$ cat config.mk
export PLATFORM = sky130hd
export DESIGN_NAME = serializer_ctrl_flat
export DESIGN_NICKNAME = d
export VERILOG_FILES = /design/src/rtl/serializer_ctrl_pkg.sv /design/src/rtl/serializer_ctrl_if.sv /design/src/rtl/serializer_ctrl_shift_reg_core.sv /design/src/rtl/serializer_ctrl.sv /design/src/flat_wrapper.sv
export SDC_FILE = /design/constraint.sdc
export NUM_CORES = 1
export LEC_CHECK = 0
export ABC_AREA = 1
export CORE_MARGIN = 2
export CORE_UTILIZATION = 40
export CTS_CLUSTER_DIAMETER = 30
export DETAILED_ROUTE_END_ITERATION = 10
export PLACE_DENSITY = 0.7
export SLEW_MARGIN = 40
export SYNTH_ARGS = -nofsm -noshare
export SYNTH_HDL_FRONTEND = slang
export SYNTH_HIERARCHICAL = 1
export SYNTH_SLANG_ARGS = --single-unit
$ cat constraint.sdc
create_clock -name clk -period 2.5 [get_ports clk]
set_input_delay 0.5 -clock clk [delete_from_list [all_inputs] [get_ports clk]]
set_output_delay 0.5 -clock clk [all_outputs]
set_load 0.01 [all_outputs]
$ cat src/rtl/serializer_ctrl_pkg.sv
// Shared types and constants for the serializer transmit sequencer.
// Holds the controller state encoding and the shift-register control codes
// so the controller and the datapath agree on one definition.
package serializer_pkg;

    // Controller states; exported on the debug bus as well.
    typedef enum logic [1:0] {
        IDLE  = 2'd0,
        SHIFT = 2'd1,
        DONE  = 2'd2
    } state_t;

    // Shift-register control codes.
    localparam logic [1:0] SHR_HOLD = 2'b00;
    localparam logic [1:0] SHR_SHL  = 2'b01;
    localparam logic [1:0] SHR_SHR  = 2'b10;
    localparam logic [1:0] SHR_LOAD = 2'b11;

    // Shift direction for one bit step: MSB-first frames move the register
    // left so the next bit lands in the top position, LSB-first moves right.
    function automatic logic [1:0] shift_code(input logic lsb_first);
        return lsb_first ? SHR_SHR : SHR_SHL;
    endfunction

endpackage

$ cat src/rtl/serializer_ctrl_if.sv
// Producer / serial-line bundle for serializer_ctrl.
//
// Handshake: a word transfers on a rising clk edge where in_valid and
// in_ready are both 1. in_ready depends on controller state only, never on
// in_valid. The producer may hold in_valid high across a busy frame; the
// word, lsb_first and clk_div are only looked at in the accepting cycle.
interface serializer_ctrl_if
    import serializer_pkg::*;
#(
    parameter int N     = 8,
    parameter int DIV_W = 8
) ();

    logic             in_valid;
    logic             in_ready;
    logic [N-1:0]     in_data;
    logic             lsb_first;
    logic [DIV_W-1:0] clk_div;
    logic             ser_out;
    logic             ser_en;
    logic             bit_tick;
    logic             done;
    logic             busy;
    state_t           dbg_state;

    // Word producer / line observer side.
    modport master (
        output in_valid,
        output in_data,
        output lsb_first,
        output clk_div,
        input  in_ready,
        input  ser_out,
        input  ser_en,
        input  bit_tick,
        input  done,
        input  busy,
        input  dbg_state
    );

    // Serializer side.
    modport slave (
        input  in_valid,
        input  in_data,
        input  lsb_first,
        input  clk_div,
        output in_ready,
        output ser_out,
        output ser_en,
        output bit_tick,
        output done,
        output busy,
        output dbg_state
    );

endinterface

$ cat src/rtl/serializer_ctrl_shift_reg_core.sv
// Universal shift register: hold, shift-left, shift-right, parallel load.
// Shift-left fills bit 0 from d[0]; shift-right fills bit N-1 from d[N-1].
// The controller keeps d at zero except when loading, so shifts fill zeros.
module shift_reg_core
    import serializer_pkg::*;
#(
    parameter int N = 8
) (
    input  logic         clk,
    input  logic         rst_n,
    input  logic [1:0]   ctrl,
    input  logic [N-1:0] d,
    output logic [N-1:0] q
);

    logic [N-1:0] r_q;

    // Register update selected by the control code; clear on reset.
    always_ff @(posedge clk) begin
        if (!rst_n) begin
            r_q <= '0;
        end else begin
            case (ctrl)
                SHR_SHL:  r_q <= {r_q[N-2:0], d[0]};
                SHR_SHR:  r_q <= {d[N-1], r_q[N-1:1]};
                SHR_LOAD: r_q <= d;
                default:  r_q <= r_q;
            endcase
        end
    end

    assign q = r_q;

endmodule

$ cat src/rtl/serializer_ctrl.sv
// Parallel-to-serial transmit sequencer.
// Accepts a word over valid/ready, loads it into the shift register and
// shifts it out one bit per (clk_div+1) clocks, MSB- or LSB-first, then
// pulses done for one cycle. All outputs decode registered state only.
module serializer_ctrl
    import serializer_pkg::*;
#(
    parameter int N     = 8,
    parameter int DIV_W = 8
) (
    input  logic              clk,
    input  logic              rst_n,
    serializer_ctrl_if.slave  bus
);

    localparam int BW = (N > 1) ? $clog2(N) : 1;
    localparam logic [BW-1:0] LAST_BIT = BW'(N - 1);

    // Controller registers.
    state_t           r_state;
    logic [DIV_W-1:0] r_div_cnt;
    logic [DIV_W-1:0] r_clk_div;
    logic [BW-1:0]    r_bit_cnt;
    logic             r_lsb_first;

    // Datapath connections.
    logic             w_accept;
    logic             w_tick;
    logic             w_last_bit;
    logic [1:0]       w_ctrl;
    logic [N-1:0]     w_d;
    logic [N-1:0]     w_q;

    // Acceptance only ever happens in IDLE, so in_ready is a pure state decode.
    assign w_accept   = bus.in_valid && (r_state == IDLE);
    // End of a bit period; comparing before incrementing means an all-ones
    // divider never has to wrap through an overflow.
    assign w_tick     = (r_state == SHIFT) && (r_div_cnt == r_clk_div);
    assign w_last_bit = (r_bit_cnt == LAST_BIT);

    // Main FSM with divider and bit counters; config is latched at accept.
    always_ff @(posedge clk) begin
        if (!rst_n) begin
            r_state     <= IDLE;
            r_div_cnt   <= '0;
            r_clk_div   <= '0;
            r_bit_cnt   <= '0;
            r_lsb_first <= 1'b0;
        end else begin
            case (r_state)
                IDLE: begin
                    if (w_accept) begin
                        r_lsb_first <= bus.lsb_first;
                        r_clk_div   <= bus.clk_div;
                        r_div_cnt   <= '0;
                        r_bit_cnt   <= '0;
                        r_state     <= SHIFT;
                    end
                end
                SHIFT: begin
                    if (w_tick) begin
                        r_div_cnt <= '0;
                        if (w_last_bit) begin
                            r_state <= DONE;
                        end else begin
                            r_bit_cnt <= r_bit_cnt + BW'(1);
                        end
                    end else begin
                        r_div_cnt <= r_div_cnt + DIV_W'(1);
                    end
                end
                DONE: begin
                    r_state <= IDLE;
                end
                default: begin
                    r_state <= IDLE;
                end
            endcase
        end
    end

    // Shift-register control: load on accept, step on every non-final tick.
    always_comb begin
        w_ctrl = SHR_HOLD;
        w_d    = '0;
        case (r_state)
            IDLE: begin
                if (w_accept) begin
                    w_ctrl = SHR_LOAD;
                    w_d    = bus.in_data;
                end
            end
            SHIFT: begin
                if (w_tick && !w_last_bit) begin
                    w_ctrl = shift_code(r_lsb_first);
                end
            end
            default: begin
                w_ctrl = SHR_HOLD;
            end
        endcase
    end

    shift_reg_core #(
        .N (N)
    ) u_shift_reg (
        .clk   (clk),
        .rst_n (rst_n),
        .ctrl  (w_ctrl),
        .d     (w_d),
        .q     (w_q)
    );

    // The bit on the line is whichever end of the register the frame leaves from.
    assign bus.ser_out   = (r_state == SHIFT) ? (r_lsb_first ? w_q[0] : w_q[N-1]) : 1'b0;
    assign bus.ser_en    = (r_state == SHIFT);
    assign bus.bit_tick  = w_tick;
    assign bus.done      = (r_state == DONE);
    assign bus.busy      = (r_state != IDLE);
    assign bus.in_ready  = (r_state == IDLE);
    assign bus.dbg_state = r_state;

endmodule

$ cat src/flat_wrapper.sv
// flat-port wrapper written by rule: the top's interface ports become plain ports
module serializer_ctrl_flat import serializer_pkg::*;
#(
    parameter int N     = 8,
    parameter int DIV_W = 8
)
  (clk, rst_n, bus_in_valid, bus_in_data, bus_lsb_first, bus_clk_div, bus_in_ready, bus_ser_out, bus_ser_en, bus_bit_tick, bus_done, bus_busy, bus_dbg_state);
  serializer_ctrl_if #(.N(N), .DIV_W(DIV_W)) bus_i ();
  input  logic clk;
  input  logic rst_n;
  input wire logic [$bits(bus_i.in_valid)-1:0] bus_in_valid;
  input wire logic [$bits(bus_i.in_data)-1:0] bus_in_data;
  input wire logic [$bits(bus_i.lsb_first)-1:0] bus_lsb_first;
  input wire logic [$bits(bus_i.clk_div)-1:0] bus_clk_div;
  output wire logic [$bits(bus_i.in_ready)-1:0] bus_in_ready;
  output wire logic [$bits(bus_i.ser_out)-1:0] bus_ser_out;
  output wire logic [$bits(bus_i.ser_en)-1:0] bus_ser_en;
  output wire logic [$bits(bus_i.bit_tick)-1:0] bus_bit_tick;
  output wire logic [$bits(bus_i.done)-1:0] bus_done;
  output wire logic [$bits(bus_i.busy)-1:0] bus_busy;
  output wire logic [$bits(bus_i.dbg_state)-1:0] bus_dbg_state;
  assign bus_i.in_valid = bus_in_valid;
  assign bus_i.in_data = bus_in_data;
  assign bus_i.lsb_first = bus_lsb_first;
  assign bus_i.clk_div = bus_clk_div;
  assign bus_in_ready = bus_i.in_ready;
  assign bus_ser_out = bus_i.ser_out;
  assign bus_ser_en = bus_i.ser_en;
  assign bus_bit_tick = bus_i.bit_tick;
  assign bus_done = bus_i.done;
  assign bus_busy = bus_i.busy;
  assign bus_dbg_state = bus_i.dbg_state;
  serializer_ctrl #(.N(N), .DIV_W(DIV_W)) u_core (.clk(clk), .rst_n(rst_n), .bus(bus_i));
endmodule
==> impl_metrics.tcl, run 1 <==
set metrics [dict create \
    routed_wl_mm 3.69 \
    grtUsageTotal_pct 15.7 \
    gp_congestion 0.957 \
    clk-insertion-delay-late_ps 280 \
    die_h_microns 71.1 \
    skew_ps 8.85 \
    place_ws_ps 159 \
    first_pass_iters 4 \
    via_per_inst 4.64 \
    io_pins 28 \
    initial_core_util_pct 41.4 \
    placed_area_sq_um 2130 \
    n_antenna_cell 0 \
    ys_types 28 \
    ys_seq_area_share_pct 33.3 \
    cts_tree "yes" \
    hold_viol 0 \
    num_rows 24 \
    maxCapViolCount 0 \
    synth_area_per_cell_sq_um 6.65 \
    hold_buffers 0 \
    required_ps 2000 \
    min_to "u_core/r_clk_div[4]$_SDFFE_PN0P_" \
    die_area_sq_um 5060 \
    hold_class "reg2reg" \
    r2r-start "u_core/r_bit_cnt[0]$_SDFFE_PN0P_" \
    root_buffer "clkbuf_8" \
    setup_viol 0 \
    ctsResizeCount 0 \
    drcViolationCount 0 \
    finalInstanceArea_sq_um 2210 \
    cpMostUsedCell "nand2_1" \
    clock_sinks 30 \
    critPathKind "reg2out" \
    grt_pass1_wl_mm 6.39 \
    path_buf_inv 2 \
    core_area_sq_um 4350 \
    totalPowerFinal_w 0.00126 \
    postCtsSetupBuffers 0 \
    p_per_area_nw_per_um2 569 \
    fin_util_pct 50.8 \
    layout-drive-gt1-share_pct 12.8 \
    start_kind "register" \
    path_cells "inv_1, nand2_1, nand2_1, nand2_2, nor2_4, nand2_4, nor2_1, clkdlybuf4s50_1" \
    fin_nets 327 \
    routedWlPerCell_microns 10.4 \
    setup_ws_ps 117 \
    arrival_ps 1880 \
    setup_tns_ps 0 \
    synth_area_sq_um 1800 \
    synth-seq-cells 30 \
    ant_nets 0 \
    status "complete, no violations" \
    worst_pin_slew_ps 496 \
    cp_max_fo 9 \
    dp_hpwl_mm 2.69 \
    drt_iter0_drc 85 \
    syn_nets 294 \
    portBuffers 27 \
    r2r_slack_ps 340 \
    p_leak_nw 1.01 \
    grt_setup_unrepaired "no" \
    slew_headroom_pct 66.7 \
    grt_pass1_vias 1460 \
    rr_worst_depth 11 \
    synth_warnings 6 \
    path_clk_slew_ps 70 \
    gr-total-overflow 0 \
    die_x_microns 71.1 \
    ir_worst_vdd_uv 371 \
    cts_buffers 5 \
    hold_depth 2 \
    area.growth.synth_to_final_pct 22.7 \
    syn_inst 271 \
    antenna_found_initial 0 \
    timing.final.crit_share_pct 95.3 \
    clockBufferDepth 2 \
    r2r-end "u_core/u_shift_reg/q[1]$_SDFFE_PN0P_" \
    htree_num_levels 2 \
    hp-start "u_core/r_clk_div[4]$_SDFFE_PN0P_" \
    report.final.slew_viol_count 0 \
    cp-end-kind "primary output" \
    critical_path.top_delay_family "buffers and inverters" \
    crit_slowest_cell "clkdlybuf4s50_1" \
    max_stage_delay_ps 550 \
    via_count 1653 \
    min_period_ps 2380 \
    max_clock_freq_mhz 420 \
    grt_max_degree 20 \
]
[cells by family (layout without fill, tap and decap cells)]
family	count (synthesis)	in the layout	synth area share (%)
AND/OR/NAND/NOR	140	140	36.7
buffers and inverters	53	86	12.6
AO/OA/AOI/OAI	39	39	12.3
flip-flops	30	30	33.3
XOR/XNOR	6	6	2.92
adder cells (fa/ha/maj)	3	3	2.08
[metrics by stage]
stage / std cells / hold WS, ps
2_1_floorplan: 271 / 444
3_3_place_gp: 349 / 460
6_report: 356 / 478
3_5_place_dp: 349 / 464
5_1_grt: 356 / 506
4_1_cts: 356 / 479
[sequential cells by signal, indices dropped and copies added, names as in the netlist]
name / flops
u_core/r_div_cnt: 8
u_core/r_lsb_first: 1
u_core/u_shift_reg/q: 8
u_core/r_clk_div: 8
u_core/r_bit_cnt: 3
u_core/bus.dbg_state: 2
[final cells by class]
type | instances | area, sq um
Clock buffer | 5 | 68.8
Clock inverter | 2 | 10.0
Fill cell | 432 | 2140
Inverter | 46 | 173
Multi-Input combinational cell | 188 | 978
Sequential cell | 30 | 601
Tap cell | 52 | 65.1
Timing Repair Buffer | 33 | 315
[synth_stat cells]
cell type / number / area, sq um
a21oi_1: 17 / 85.1
buf_2: 2 / 10.0
buf_4: 1 / 7.51
buf_6: 3 / 33.8
clkbuf_1: 1 / 3.75
dfxtp_1: 30 / 601
ha_1: 3 / 37.5
inv_1: 42 / 158
inv_2: 4 / 15.0
nand2_1: 53 / 199
nand2_2: 4 / 25.0
nand2_4: 1 / 11.3
nand3_1: 26 / 130
nand3_4: 1 / 17.5
nand3b_1: 3 / 22.5
nor2_1: 37 / 139
nor2_2: 9 / 56.3
nor2_4: 2 / 22.5
nor2_8: 1 / 20.0
nor3_1: 2 / 10.0
o211ai_1: 1 / 7.51
o21ai_0: 15 / 75.1
o21ai_1: 1 / 5.00
o21bai_1: 2 / 15.0
o21bai_2: 3 / 33.8
or2_4: 1 / 8.76
xnor2_1: 5 / 43.8
xor2_1: 1 / 8.76
[worst register-to-register path, cell delays in order (launching register included)]
cell and delay (ps):
dfxtp_1 320, ha_1 200, ha_1 200, nor2_1 190, nand3_4 90, buf_4 170
o21ai_0 310, inv_2 200, nand2_2 160, nand3_1 100, nor2_1 100, nor2_1 40
[layout by cell type, fill, tap and decap left out, drive strengths merged]
master         synthesis  final
ha                     3      3
buf                    6      6
nand2                 58     58
o21bai                 5      5
xor2                   1      1
nand3b                 3      3
xnor2                  5      5
o211ai                 1      1
o21ai                 16     16
inv                   46     46
nor2                  49     49
or2                    1      1
nand3                 27     27
clkbuf                 1      5
clkinv                 0      2
nor3                   2      2
dfxtp                 30     30
a21oi                 17     17
clkdlybuf4s50          0     27
[worst max path at each step]
stage / startpoint / end / slack, ps / cells after the start
floorplan: u_core/r_bit_cnt[0]$_SDFFE_PN0P_ / u_core/u_shift_reg/q[4]$_SDFFE_PN0P_ / 450 / 11
global placement: u_core/r_bit_cnt[0]$_SDFFE_PN0P_ / u_core/u_shift_reg/q[1]$_SDFFE_PN0P_ / 180 / 10
detailed placement: bus_in_valid / u_core/u_shift_reg/q[1]$_SDFFE_PN0P_ / 160 / 11
CTS: u_core/r_div_cnt[7]$_SDFFE_PN0P_ / bus_bit_tick / 90 / 6
global route: u_core/r_div_cnt[5]$_SDFFE_PN0P_ / bus_bit_tick / 20 / 8
finish: u_core/r_div_cnt[5]$_SDFFE_PN0P_ / bus_bit_tick / 120 / 8
[where the power goes]
| part | internal [W] | switching [W] |
|---|---|---|
| Clock | 0.000186 | 0.000173 |
| Combinational | 0.000151 | 0.000198 |
| Sequential | 0.000519 | 0.0000318 |
[metal layers]
metal | part of all wire, % | vias to the layer above | track usage (%)
met5 | 0 | - | 0
met3 | 4.0 | 7 | 2.99
met4 | 2.0 | 0 | 6.92
li1 | - | 907 | -
met2 | 43 | 36 | 23.1
met1 | 51 | 703 | 22.2
(Power assumes the default switching activity.)
==> run 2: changes to the inputs <==
==> constraint.sdc (replaced) <==
create_clock -name clk -period 2.53 [get_ports clk]
set_input_delay 0.506 -clock clk [delete_from_list [all_inputs] [get_ports clk]]
set_output_delay 0.506 -clock clk [all_outputs]
set_load 0.01 [all_outputs]
==> impl_metrics.tcl, run 2 (synthesis gave the netlist of run 1 again) <==
set metrics [dict create \
    status "complete, no violations" \
    report.final.slew_viol_count 0 \
    final_common_cell "nand2_1" \
    io_pins 28 \
    postCtsSetupBuffers 0 \
    maxCapViolCount 0 \
    arrival_ps 1620 \
    hold_viol 0 \
    routedWlPerCell_microns 10.2 \
    first_pass_iters 7 \
    cts_buffers 5 \
    path_clk_slew_ps 70 \
    dp_cells 347 \
    die_area_sq_um 5060 \
    layout-drive-gt1-share_pct 12.5 \
    ir_worst_vdd_uv 348 \
    critPathKind "reg2out" \
    r2r-end "u_core/u_shift_reg/q[1]$_SDFFE_PN0P_" \
    gr-total-overflow 0 \
    rr_worst_depth 10 \
    clockBufferDepth 2 \
    via_count 1686 \
    grt_max_degree 20 \
    cts_tree "yes" \
    drcViolationCount 0 \
    clk-insertion-delay-late_ps 280 \
    drt_iter0_drc 79 \
    multi_input_area_sq_um 978 \
    worst_pin_slew_ps 487 \
    skew_ps 10.3 \
    slew_headroom_pct 67.3 \
    gp_congestion 0.977 \
    min_period_ps 2130 \
    ant_nets 0 \
    required_ps 2020 \
    fin_util_pct 50.9 \
    hp-start "u_core/r_clk_div[5]$_SDFFE_PN0P_" \
    fin_cells 355 \
    p_sw_share_pct 32.0 \
    area.growth.synth_to_final_pct 22.9 \
    n_antenna_cell 0 \
    die_h_microns 71.1 \
    p_switching_w 0.000411 \
    routed_wl_mm 3.63 \
    seq_area_sq_um 601 \
    clock_sinks 30 \
    setup_viol 0 \
    seq_power_share_pct 42.3 \
    r2r-start "u_core/r_bit_cnt[0]$_SDFFE_PN0P_" \
    initial_core_util_pct 41.4 \
    portBuffers 27 \
    dp_hpwl_mm 2.67 \
    max_clock_freq_mhz 470 \
    htree_num_levels 2 \
    cp-end-kind "primary output" \
    hold_class "reg2reg" \
    layout_common_cells "nand2_1, inv_1, nor2_1" \
    min_to "u_core/r_clk_div[5]$_SDFFE_PN0P_" \
    num_rows 24 \
    cp_max_fo 10 \
    fin_nets 325 \
    p_per_area_nw_per_um2 581 \
    core_area_sq_um 4350 \
    grt_setup_unrepaired "no" \
    die_x_microns 71.1 \
    intPower_w 0.000876 \
    grt_pass1_wl_mm 6.51 \
    p_clk_share_pct 31.2 \
    fillers 431 \
    grt_pass1_vias 1554 \
    setup_tns_ps 0 \
    placed_area_sq_um 2110 \
    antenna_found_initial 0 \
    p_leak_nw 1.02 \
    timing.final.crit_share_pct 84.0 \
    finalInstanceArea_sq_um 2210 \
    start_kind "register" \
    hold_depth 2 \
    grtUsageTotal_pct 15.8 \
    root_buffer "clkbuf_8" \
    via_per_inst 4.75 \
    combPwrFrac_pct 26.5 \
    totalPowerFinal_w 0.00129 \
    r2r_slack_ps 420 \
]
## run 2: how the worst max path moves through the flow
stage | cells after the start | endpoint | slack, ps | startpoint
5_1_grt | 11 | u_core/u_shift_reg/q[6]$_SDFFE_PN0P_ | 200 | u_core/r_bit_cnt[0]$_SDFFE_PN0P_
4_1_cts | 6 | bus_bit_tick | 80 | u_core/r_div_cnt[7]$_SDFFE_PN0P_
2_1_floorplan | 11 | u_core/u_shift_reg/q[4]$_SDFFE_PN0P_ | 480 | u_core/r_bit_cnt[0]$_SDFFE_PN0P_
3_3_place_gp | 10 | u_core/u_shift_reg/q[1]$_SDFFE_PN0P_ | 260 | bus_in_valid
3_5_place_dp | 10 | u_core/u_shift_reg/q[1]$_SDFFE_PN0P_ | 180 | u_core/r_bit_cnt[0]$_SDFFE_PN0P_
6_report | 3 | bus_ser_en | 400 | u_core/bus.dbg_state[0]$_SDFFE_PN0P_
## run 2: metal layers
metal | global-route usage, % | wire [microns]
met1 | 21.2 | 1780
met2 | 24.6 | 1610
met3 | 3.13 | 180
met4 | 7.34 | 62
met5 | 0 | 0
## run 2: repair_timing
item,CTS,global route
hold buffers,0,0
setup endpoints to repair,0,8
gates resized for setup,0,4
## run 2: power by group through the flow
stage / combinational [W] / clock, W / sequential, W
after floorplan: 0.000253 / 0 / 0.000547
after global placement: 0.000336 / 0 / 0.000554
after detailed placement: 0.000338 / 0 / 0.000555
after CTS: 0.000341 / 0.000416 / 0.000544
after global routing: 0.000390 / 0.000432 / 0.000550
final: 0.000341 / 0.000402 / 0.000544
## run 2: per-stage QoR
stage,hold WS (ps),setup WS (ps)
finish,475,404
CTS,477,84.0
global route,495,200
detailed placement,460,181
global placement,460,260
floorplan,444,475
## run 2: cell type report
| cell class | count | share of cell area [%] |
|---|---|---|
| clock buffers | 6 | 3.73 |
| repair buffers | 31 | 13.7 |
| flip-flops and latches | 30 | 27.1 |
| well taps | 52 | 2.94 |
| multi-input cells | 188 | 44.2 |
| clock inverters | 2 | 0.565 |
| inverters | 46 | 7.80 |
## run 2: worst max-delay path, cell delays in order (launching register included)
cell and delay, ps:
dfxtp_1 400, nand2_2 150, inv_2 210, clkdlybuf4s50_1 570
